**config.mk**
```make
export PLATFORM = sky130hd
export DESIGN_NAME = cdb_arbiter_flat
export DESIGN_NICKNAME = d
export VERILOG_FILES = /design/src/rtl/cdb_arbiter_if.sv /design/src/rtl/cdb_arbiter.sv /design/src/flat_wrapper.sv
export SDC_FILE = /design/constraint.sdc
export NUM_CORES = 1
export LEC_CHECK = 0
export ABC_CLOCK_PERIOD_IN_PS = 6200
export CORE_ASPECT_RATIO = 1.5
export CORE_MARGIN = 5
export CORE_UTILIZATION = 59
export CTS_CLUSTER_DIAMETER = 200
export CTS_CLUSTER_SIZE = 10
export DETAILED_ROUTE_END_ITERATION = 12
export PLACE_DENSITY = 0.8
export SLEW_MARGIN = 20
export SYNTH_ARGS = -nofsm -noshare
export SYNTH_HDL_FRONTEND = slang
export SYNTH_SLANG_ARGS = --single-unit
export TNS_END_PERCENT = 20
```
**constraint.sdc**
```tcl
create_clock -name clk -period 6.2 [get_ports clk]
set_input_delay 1.24 -clock clk [delete_from_list [all_inputs] [get_ports clk]]
set_output_delay 1.24 -clock clk [all_outputs]
set_load 0.01 [all_outputs]
```
**src/rtl/cdb_arbiter_if.sv**
```systemverilog
// Writeback-source and result-bus signals of the CDB arbiter.
// The master side is the set of functional units plus the bus consumers.
// The slave side is the arbiter itself.
interface cdb_arbiter_if #(
   parameter int NSRC = 4
);
   logic [NSRC-1:0]    src_valid;
   logic [5*NSRC-1:0]  src_vregid;
   logic [5*NSRC-1:0]  src_dest;
   logic [32*NSRC-1:0] src_val;
   logic [NSRC-1:0]    src_almost_full;
   logic               cdb1_en;
   logic [4:0]         cdb1_vregid;
   logic [4:0]         cdb1_dest;
   logic [31:0]        cdb1_val;
   logic               cdb2_en;
   logic [4:0]         cdb2_vregid;
   logic [4:0]         cdb2_dest;
   logic [31:0]        cdb2_val;
   logic               overflow;

   modport master (
      output src_valid, src_vregid, src_dest, src_val,
      input  src_almost_full,
      input  cdb1_en, cdb1_vregid, cdb1_dest, cdb1_val,
      input  cdb2_en, cdb2_vregid, cdb2_dest, cdb2_val,
      input  overflow
   );

   modport slave (
      input  src_valid, src_vregid, src_dest, src_val,
      output src_almost_full,
      output cdb1_en, cdb1_vregid, cdb1_dest, cdb1_val,
      output cdb2_en, cdb2_vregid, cdb2_dest, cdb2_val,
      output overflow
   );
endinterface

```
**src/rtl/cdb_arbiter.sv**
```systemverilog
// CDB arbiter: one small FIFO per writeback source, drained round-robin onto
// two registered result buses (up to two results per cycle, never stalls a source).
module cdb_arbiter #(
   parameter int NSRC  = 4,
   parameter int DEPTH = 4
) (
   input  logic           clk,
   input  logic           rst,
   cdb_arbiter_if.slave   bus
);
   localparam int IW = (NSRC > 1) ? $clog2(NSRC) : 1;
   localparam int PW = (DEPTH > 1) ? $clog2(DEPTH) : 1;

   typedef logic [IW-1:0] idx_t;
   typedef logic [PW-1:0] ptr_t;
   typedef logic [PW:0]   cnt_t;

   typedef struct packed {
      logic [4:0]  vregid;
      logic [4:0]  dest;
      logic [31:0] val;
   } entry_t;

   // FIFO storage and bookkeeping
   entry_t mem_q   [NSRC][DEPTH];
   ptr_t   head_q  [NSRC];
   ptr_t   tail_q  [NSRC];
   cnt_t   count_q [NSRC];
   idx_t   rr_q;

   // Registered bus outputs
   logic   cdb1_en_q;
   entry_t cdb1_q;
   logic   cdb2_en_q;
   entry_t cdb2_q;
   logic   overflow_q;

   // Combinational selection results
   logic [NSRC-1:0] nonempty;
   logic [NSRC-1:0] almost_full;
   logic [NSRC-1:0] pop;
   logic [NSRC-1:0] accept;
   logic            drop_any;
   logic            g1_v;
   logic            g2_v;
   idx_t            g1;
   idx_t            g2;
   idx_t            rr_d;

   function automatic idx_t wrap_inc(input idx_t x);
      return (x == idx_t'(NSRC - 1)) ? '0 : x + 1'b1;
   endfunction

   // Per-FIFO status flags derived from the registered counts
   always_comb begin
      for (int i = 0; i < NSRC; i++) begin
         nonempty[i]    = (count_q[i] != '0);
         almost_full[i] = (count_q[i] >= cnt_t'(DEPTH - 1));
      end
   end

   // Round-robin scan: first two non-empty FIFOs starting at rr, no wrap past rr
   always_comb begin
      logic [IW:0] sum;
      idx_t        sel;
      // NOTE: combinational blocks use blocking '=' and assign every output a
      // default first, so the scan reads its own partial results and no latch is inferred.
      g1_v = 1'b0;
      g2_v = 1'b0;
      g1   = '0;
      g2   = '0;
      sum  = '0;
      sel  = '0;
      for (int k = 0; k < NSRC; k++) begin
         sum = {1'b0, rr_q} + (IW+1)'(k);
         if (sum >= (IW+1)'(NSRC)) sum = sum - (IW+1)'(NSRC);
         sel = sum[IW-1:0];
         if (nonempty[sel]) begin
            if (!g1_v) begin
               g1_v = 1'b1;
               g1   = sel;
            end else if (!g2_v) begin
               g2_v = 1'b1;
               g2   = sel;
            end
         end
      end
   end

   // Pop / accept / drop decisions and the next round-robin pointer
   always_comb begin
      drop_any = 1'b0;
      for (int i = 0; i < NSRC; i++) begin
         pop[i]    = (g1_v && (g1 == idx_t'(i))) || (g2_v && (g2 == idx_t'(i)));
         // A full FIFO still accepts when its head leaves in the same cycle
         accept[i] = bus.src_valid[i] && ((count_q[i] != cnt_t'(DEPTH)) || pop[i]);
         if (bus.src_valid[i] && !accept[i]) drop_any = 1'b1;
      end
      if (g2_v)      rr_d = wrap_inc(g2);
      else if (g1_v) rr_d = wrap_inc(g1);
      else           rr_d = rr_q;
   end

   // FIFO payload write
   // NOTE: the storage array has no reset; validity is tracked solely by the
   // reset pointers and counts, so stale contents are never observed.
   always_ff @(posedge clk) begin
      for (int i = 0; i < NSRC; i++) begin
         if (accept[i]) begin
            mem_q[i][tail_q[i]] <= '{vregid: bus.src_vregid[5*i +: 5],
                                     dest:   bus.src_dest[5*i +: 5],
                                     val:    bus.src_val[32*i +: 32]};
         end
      end
   end

   // Pointers, counts, round-robin state, bus registers and sticky overflow
   // NOTE: sequential state uses non-blocking '<=' so every register samples
   // the pre-edge values regardless of statement order.
   always_ff @(posedge clk or posedge rst) begin
      if (rst) begin
         for (int i = 0; i < NSRC; i++) begin
            head_q[i]  <= '0;
            tail_q[i]  <= '0;
            count_q[i] <= '0;
         end
         rr_q       <= '0;
         cdb1_en_q  <= 1'b0;
         cdb1_q     <= '0;
         cdb2_en_q  <= 1'b0;
         cdb2_q     <= '0;
         overflow_q <= 1'b0;
      end else begin
         for (int i = 0; i < NSRC; i++) begin
            if (pop[i])    head_q[i] <= head_q[i] + ptr_t'(1);
            if (accept[i]) tail_q[i] <= tail_q[i] + ptr_t'(1);
            count_q[i] <= count_q[i] + cnt_t'(accept[i]) - cnt_t'(pop[i]);
         end
         rr_q <= rr_d;
         cdb1_en_q <= g1_v;
         if (g1_v) cdb1_q <= mem_q[g1][head_q[g1]];
         cdb2_en_q <= g2_v;
         if (g2_v) cdb2_q <= mem_q[g2][head_q[g2]];
         if (drop_any) overflow_q <= 1'b1;
      end
   end

   assign bus.src_almost_full = almost_full;
   assign bus.cdb1_en         = cdb1_en_q;
   assign bus.cdb1_vregid     = cdb1_q.vregid;
   assign bus.cdb1_dest       = cdb1_q.dest;
   assign bus.cdb1_val        = cdb1_q.val;
   assign bus.cdb2_en         = cdb2_en_q;
   assign bus.cdb2_vregid     = cdb2_q.vregid;
   assign bus.cdb2_dest       = cdb2_q.dest;
   assign bus.cdb2_val        = cdb2_q.val;
   assign bus.overflow        = overflow_q;
endmodule

```
**src/flat_wrapper.sv**
```systemverilog
// flat-port wrapper written by rule: the top's interface ports become plain ports
module cdb_arbiter_flat 
#(
   parameter int NSRC  = 4,
   parameter int DEPTH = 4
)
  (clk, rst, bus_src_valid, bus_src_vregid, bus_src_dest, bus_src_val, bus_src_almost_full, bus_cdb1_en, bus_cdb1_vregid, bus_cdb1_dest, bus_cdb1_val, bus_cdb2_en, bus_cdb2_vregid, bus_cdb2_dest, bus_cdb2_val, bus_overflow);
  cdb_arbiter_if #(.NSRC(NSRC)) bus_i ();
  input  logic clk;
  input  logic rst;
  input wire logic [$bits(bus_i.src_valid)-1:0] bus_src_valid;
  input wire logic [$bits(bus_i.src_vregid)-1:0] bus_src_vregid;
  input wire logic [$bits(bus_i.src_dest)-1:0] bus_src_dest;
  input wire logic [$bits(bus_i.src_val)-1:0] bus_src_val;
  output wire logic [$bits(bus_i.src_almost_full)-1:0] bus_src_almost_full;
  output wire logic [$bits(bus_i.cdb1_en)-1:0] bus_cdb1_en;
  output wire logic [$bits(bus_i.cdb1_vregid)-1:0] bus_cdb1_vregid;
  output wire logic [$bits(bus_i.cdb1_dest)-1:0] bus_cdb1_dest;
  output wire logic [$bits(bus_i.cdb1_val)-1:0] bus_cdb1_val;
  output wire logic [$bits(bus_i.cdb2_en)-1:0] bus_cdb2_en;
  output wire logic [$bits(bus_i.cdb2_vregid)-1:0] bus_cdb2_vregid;
  output wire logic [$bits(bus_i.cdb2_dest)-1:0] bus_cdb2_dest;
  output wire logic [$bits(bus_i.cdb2_val)-1:0] bus_cdb2_val;
  output wire logic [$bits(bus_i.overflow)-1:0] bus_overflow;
  assign bus_i.src_valid = bus_src_valid;
  assign bus_i.src_vregid = bus_src_vregid;
  assign bus_i.src_dest = bus_src_dest;
  assign bus_i.src_val = bus_src_val;
  assign bus_src_almost_full = bus_i.src_almost_full;
  assign bus_cdb1_en = bus_i.cdb1_en;
  assign bus_cdb1_vregid = bus_i.cdb1_vregid;
  assign bus_cdb1_dest = bus_i.cdb1_dest;
  assign bus_cdb1_val = bus_i.cdb1_val;
  assign bus_cdb2_en = bus_i.cdb2_en;
  assign bus_cdb2_vregid = bus_i.cdb2_vregid;
  assign bus_cdb2_dest = bus_i.cdb2_dest;
  assign bus_cdb2_val = bus_i.cdb2_val;
  assign bus_overflow = bus_i.overflow;
  cdb_arbiter #(.NSRC(NSRC), .DEPTH(DEPTH)) u_core (.clk(clk), .rst(rst), .bus(bus_i));
endmodule
```
==> impl_metrics.sql <==
INSERT INTO impl_metrics (metric_group, metric, value, unit) VALUES
('worst_hold_path', 'hold_class', 'reg -> reg', ''),
('synth', 'synth.area.top_cells', 'edfxtp_1 56%, mux2_2 11%, dfrtp_1 8.1%', ''),
('global_route', 'grt_overflow', '0', ''),
('critical_path', 'worstSetupPathType', 'reg -> reg', ''),
('clock_tree', 'numCtsBuffers', '88', ''),
('placed_design', 'buffer_ports.inserted', '264', ''),
('synth', 'ys_ff_latch', '789', ''),
('sta', 'finalWorstPathRequiredPeriod', '5.21', 'ns'),
('synth', 'synth_area_leader_cell', 'edfxtp_1', ''),
('critical_path', 'path_cells', 'or3_1 -> a211oi_1 -> a31oi_1 -> ha_1 -> mux2_2 -> nor3_1 -> nor3_1 -> ha_1 -> a22oi_1 -> a31oi_1 -> and2_2 -> buf_4', ''),
('synth', 'synthesis.area', '0.0361', 'mm²'),
('sta', 'timing_max_transition_violations_final', '0', ''),
('synth', 'ys_seq_area_frac', '0.640', ''),
('run', 'max_cap_viol_count', '0', ''),
('critical_path', 'arrival_time_of_the_worst_setup_path', '5.54', 'ns'),
('floorplan', 'boundaryPins', '265', ''),
('clock_tree', 'cts.repair.resized', '0', ''),
('synth', 'synth_fp_nets', '2659', ''),
('detailed_routing', 'avgViaCountPerCell', '6.29', ''),
('sta', 'max-slew-margin-rel', '0.250', ''),
('floorplan', 'dieWidth', '212', 'µm'),
('detailed_routing', 'detail-route-antenna-nets', '0', ''),
('placed_design', 'gp_congestion', '0.927', ''),
('critical_path', 'timing.critical_path.required', '6.53', 'ns'),
('critical_path', 'crit_path_max_incr_delay', '0.72', 'ns'),
('floorplan', 'rows', '111', ''),
('detailed_routing', 'via_count', '22200', ''),
('final_layout', 'filler_cell_count', '4064', ''),
('final_layout', 'drive_gt1_frac', '0.196', ''),
('clock_tree', 'cts_root_buf', 'clkbuf_16', ''),
('critical_path', 'crit_buf_inv', '1', ''),
('floorplan', 'die_h', '313', 'µm'),
('sta', 'setup_total_negative_slack', '0', 'ns'),
('synth', 'yosys.cell_types.count', '61', ''),
('sta', 'finClkSkew', '0.0218', 'ns'),
('final_layout', 'layout.nets', '2893', ''),
('clock_tree', 'clk_transition_reported_paths', '0.06', 'ns'),
('sta', 'finalSetupViolations', '0', ''),
('detailed_routing', 'drt_wl_total', '105000', 'µm'),
('detailed_routing', 'drt_iter0_drc', '1877', ''),
('clock_tree', 'cts-root-to-sink-buffers', '3', ''),
('critical_path', 'worst_path_dominant_cell_family', 'simple AND/OR/NAND/NOR gates', ''),
('detailed_routing', 'post_drt_wl_per_cell', '29.8', 'µm'),
('placed_design', 'detailedPlace.worstSlack', '1.14', 'ns'),
('clock_tree', 'clock_sinks', '789', ''),
('global_route', 'grt_start_max_net_pins', '121', ''),
('critical_path', 'startpoint_types', 'flip-flop', ''),
('final_layout', 'flow.area_growth_from_synthesis', '16.5', '%'),
('global_route', 'most_utilized_layer_in_the_global_route_result', 'met2', ''),
('detailed_routing', 'route.detailed.drc', '0', ''),
('synth', 'synth_top_area_frac', '0.559', ''),
('sta', 'layout_worst_path_cycle_share', '0.840', ''),
('clock_tree', 'tritoncts_clock_tree', 'built', ''),
('global_route', 'wire_length_of_the_first_global_routing_pass', '151000', 'µm'),
('sta', 'final_hold_viol_count', '0', ''),
('final_layout', 'stdcell_count', '3535', ''),
('floorplan', 'die-area', '0.0663', 'mm²'),
('global_route', 'grt.total_usage', '0.314', ''),
('placed_design', 'post-dp-hpwl', '73300', 'µm'),
('critical_path', 'maximum_fanout_along_the_worst_path', '20', ''),
('status', 'status', 'completed', ''),
('critical_path', 'slowest_stage', 'a31oi_1', ''),
('global_route', 'via_count_of_the_first_global_routing_pass', '23100', ''),
('critical_path', 'endpoint_kind', 'flip-flop', ''),
('global_route', 'initial_antenna_violation_count', '1', ''),
('detailed_routing', 'detail_route.first_pass.iterations', '7', ''),
('sta', 'max_clock_freq', '192', 'MHz'),
('synth', 'yosys_most_used_dff', 'edfxtp_1', ''),
('placed_design', 'place_inst', '3381', ''),
('global_route', 'grt_use_met3', '0.0451', ''),
('final_layout', 'multi_input_area', '0.0122', 'mm²');
cell usage in the layout (no fill, tap or decap), types with 41 or more instances in the layout:
cell type	instances
a211oi_1	47
buf_4	43
clkbuf_1	60
clkbuf_16	88
clkdlybuf4s50_1	264
dfrtp_1	113
edfxtp_1	672
inv_1	42
mux2_2	340
mux2i_1	290
nand2_1	183
nor2_1	104
nor3_1	41
final cells by class:
cell class,count,area share
Inverter,45,0.00420
Clock inverter,6,0.00205
Timing Repair Buffer,311,0.0724
Sequential cell,789,0.550
Tap cell,791,0.0235
Multi-Input combinational cell,1445,0.290
Clock buffer,148,0.0577
per-layer routing:
metal / routed length, µm / vias to the layer above
li1: - / 9780
met1: 35400 / 11100
met2: 54400 / 1013
met3: 5710 / 311
met4: 9950 / 2
met5: 12 / -
cells by family (layout without fill, tap and decap cells):
| family | after synthesis | in the layout | share of synthesized area |
|---|---|---|---|
| simple gates | 414 | 414 | 0.0504 |
| compound gates | 318 | 318 | 0.0712 |
| xor+xnor | 17 | 17 | 0.00412 |
| fa+ha+maj | 40 | 40 | 0.0146 |
| buf+inv | 212 | 510 | 0.0247 |
| flops | 789 | 789 | 0.640 |
| mux | 656 | 656 | 0.195 |
flip-flops by register name (all words and copies together) (netlist names):
register and cells:
u_core.bus.cdb1_dest 5, u_core.bus.overflow 1, u_core.mem_q 672, u_core.bus.cdb1_vregid 5, u_core.tail_q 8, u_core.head_q 8
u_core.count_q 12, u_core.bus.cdb2_val 32, u_core.bus.cdb2_en 1, u_core.bus.cdb2_dest 5, u_core.bus.cdb1_en 1, u_core.bus.cdb2_vregid 5
u_core.bus.cdb1_val 32, u_core.rr_q 2
tightest hold or removal path: stages, from the launching register on:
cell and delay (ns):
dfrtp_1 0.35, nand2_1 0.05, o21ai_1 0.07
through the flow:
stage               hold WS, ns  cell area, µm²   util
finish                    0.503           42000  0.691
global placement          0.479           39500  0.650
detailed placement        0.480           39500  0.650
global route              0.535           42000  0.691
CTS                       0.500           42000  0.691
floorplan                 0.458           36100      -
cells in the mapped netlist, types with 6 or more instances:
library cell	count
edfxtp_1	672
mux2_2	340
mux2i_1	290
nand2_1	185
dfrtp_1	117
clkbuf_1	111
nor2_1	108
a211oi_1	47
inv_1	43
nor3_1	41
o211a_1	37
ha_1	35
buf_2	31
a31oi_1	28
o21ai_1	26
mux2_1	25
a21oi_1	24
and3_1	24
o211ai_1	24
o21ba_1	24
a211oi_2	22
o31ai_1	20
a22oi_1	19
nand2b_1	18
o32a_1	18
buf_1	15
and2_1	13
xnor2_1	12
o21ai_0	10
or3_1	6
path summary, 6_finish.rpt:
kind                                               startpoint  slack, ns  cells past startpoint                                     to
max reg2reg                       u_core.count_q[6]$_DFF_PP0_       0.99                     12          u_core.mem_q[3][92]$_DFFE_PP_
min reg2reg                u_core.bus.cdb2_val[8]$_DFFE_PP0N_       0.50                      2     u_core.bus.cdb2_val[8]$_DFFE_PP0N_
max in group asynchronous                                 rst       3.94                      3  u_core.bus.cdb2_vregid[1]$_DFFE_PP0N_
min in group asynchronous                                 rst       1.07                      2           u_core.count_q[10]$_DFF_PP0_
min                        u_core.bus.cdb2_val[8]$_DFFE_PP0N_       0.50                      2     u_core.bus.cdb2_val[8]$_DFFE_PP0N_
max                               u_core.count_q[6]$_DFF_PP0_       0.99                     12          u_core.mem_q[3][92]$_DFFE_PP_
Power is not shown: default switching activity piles up to over one toggle a cycle in this logic, so the estimate is an artifact.
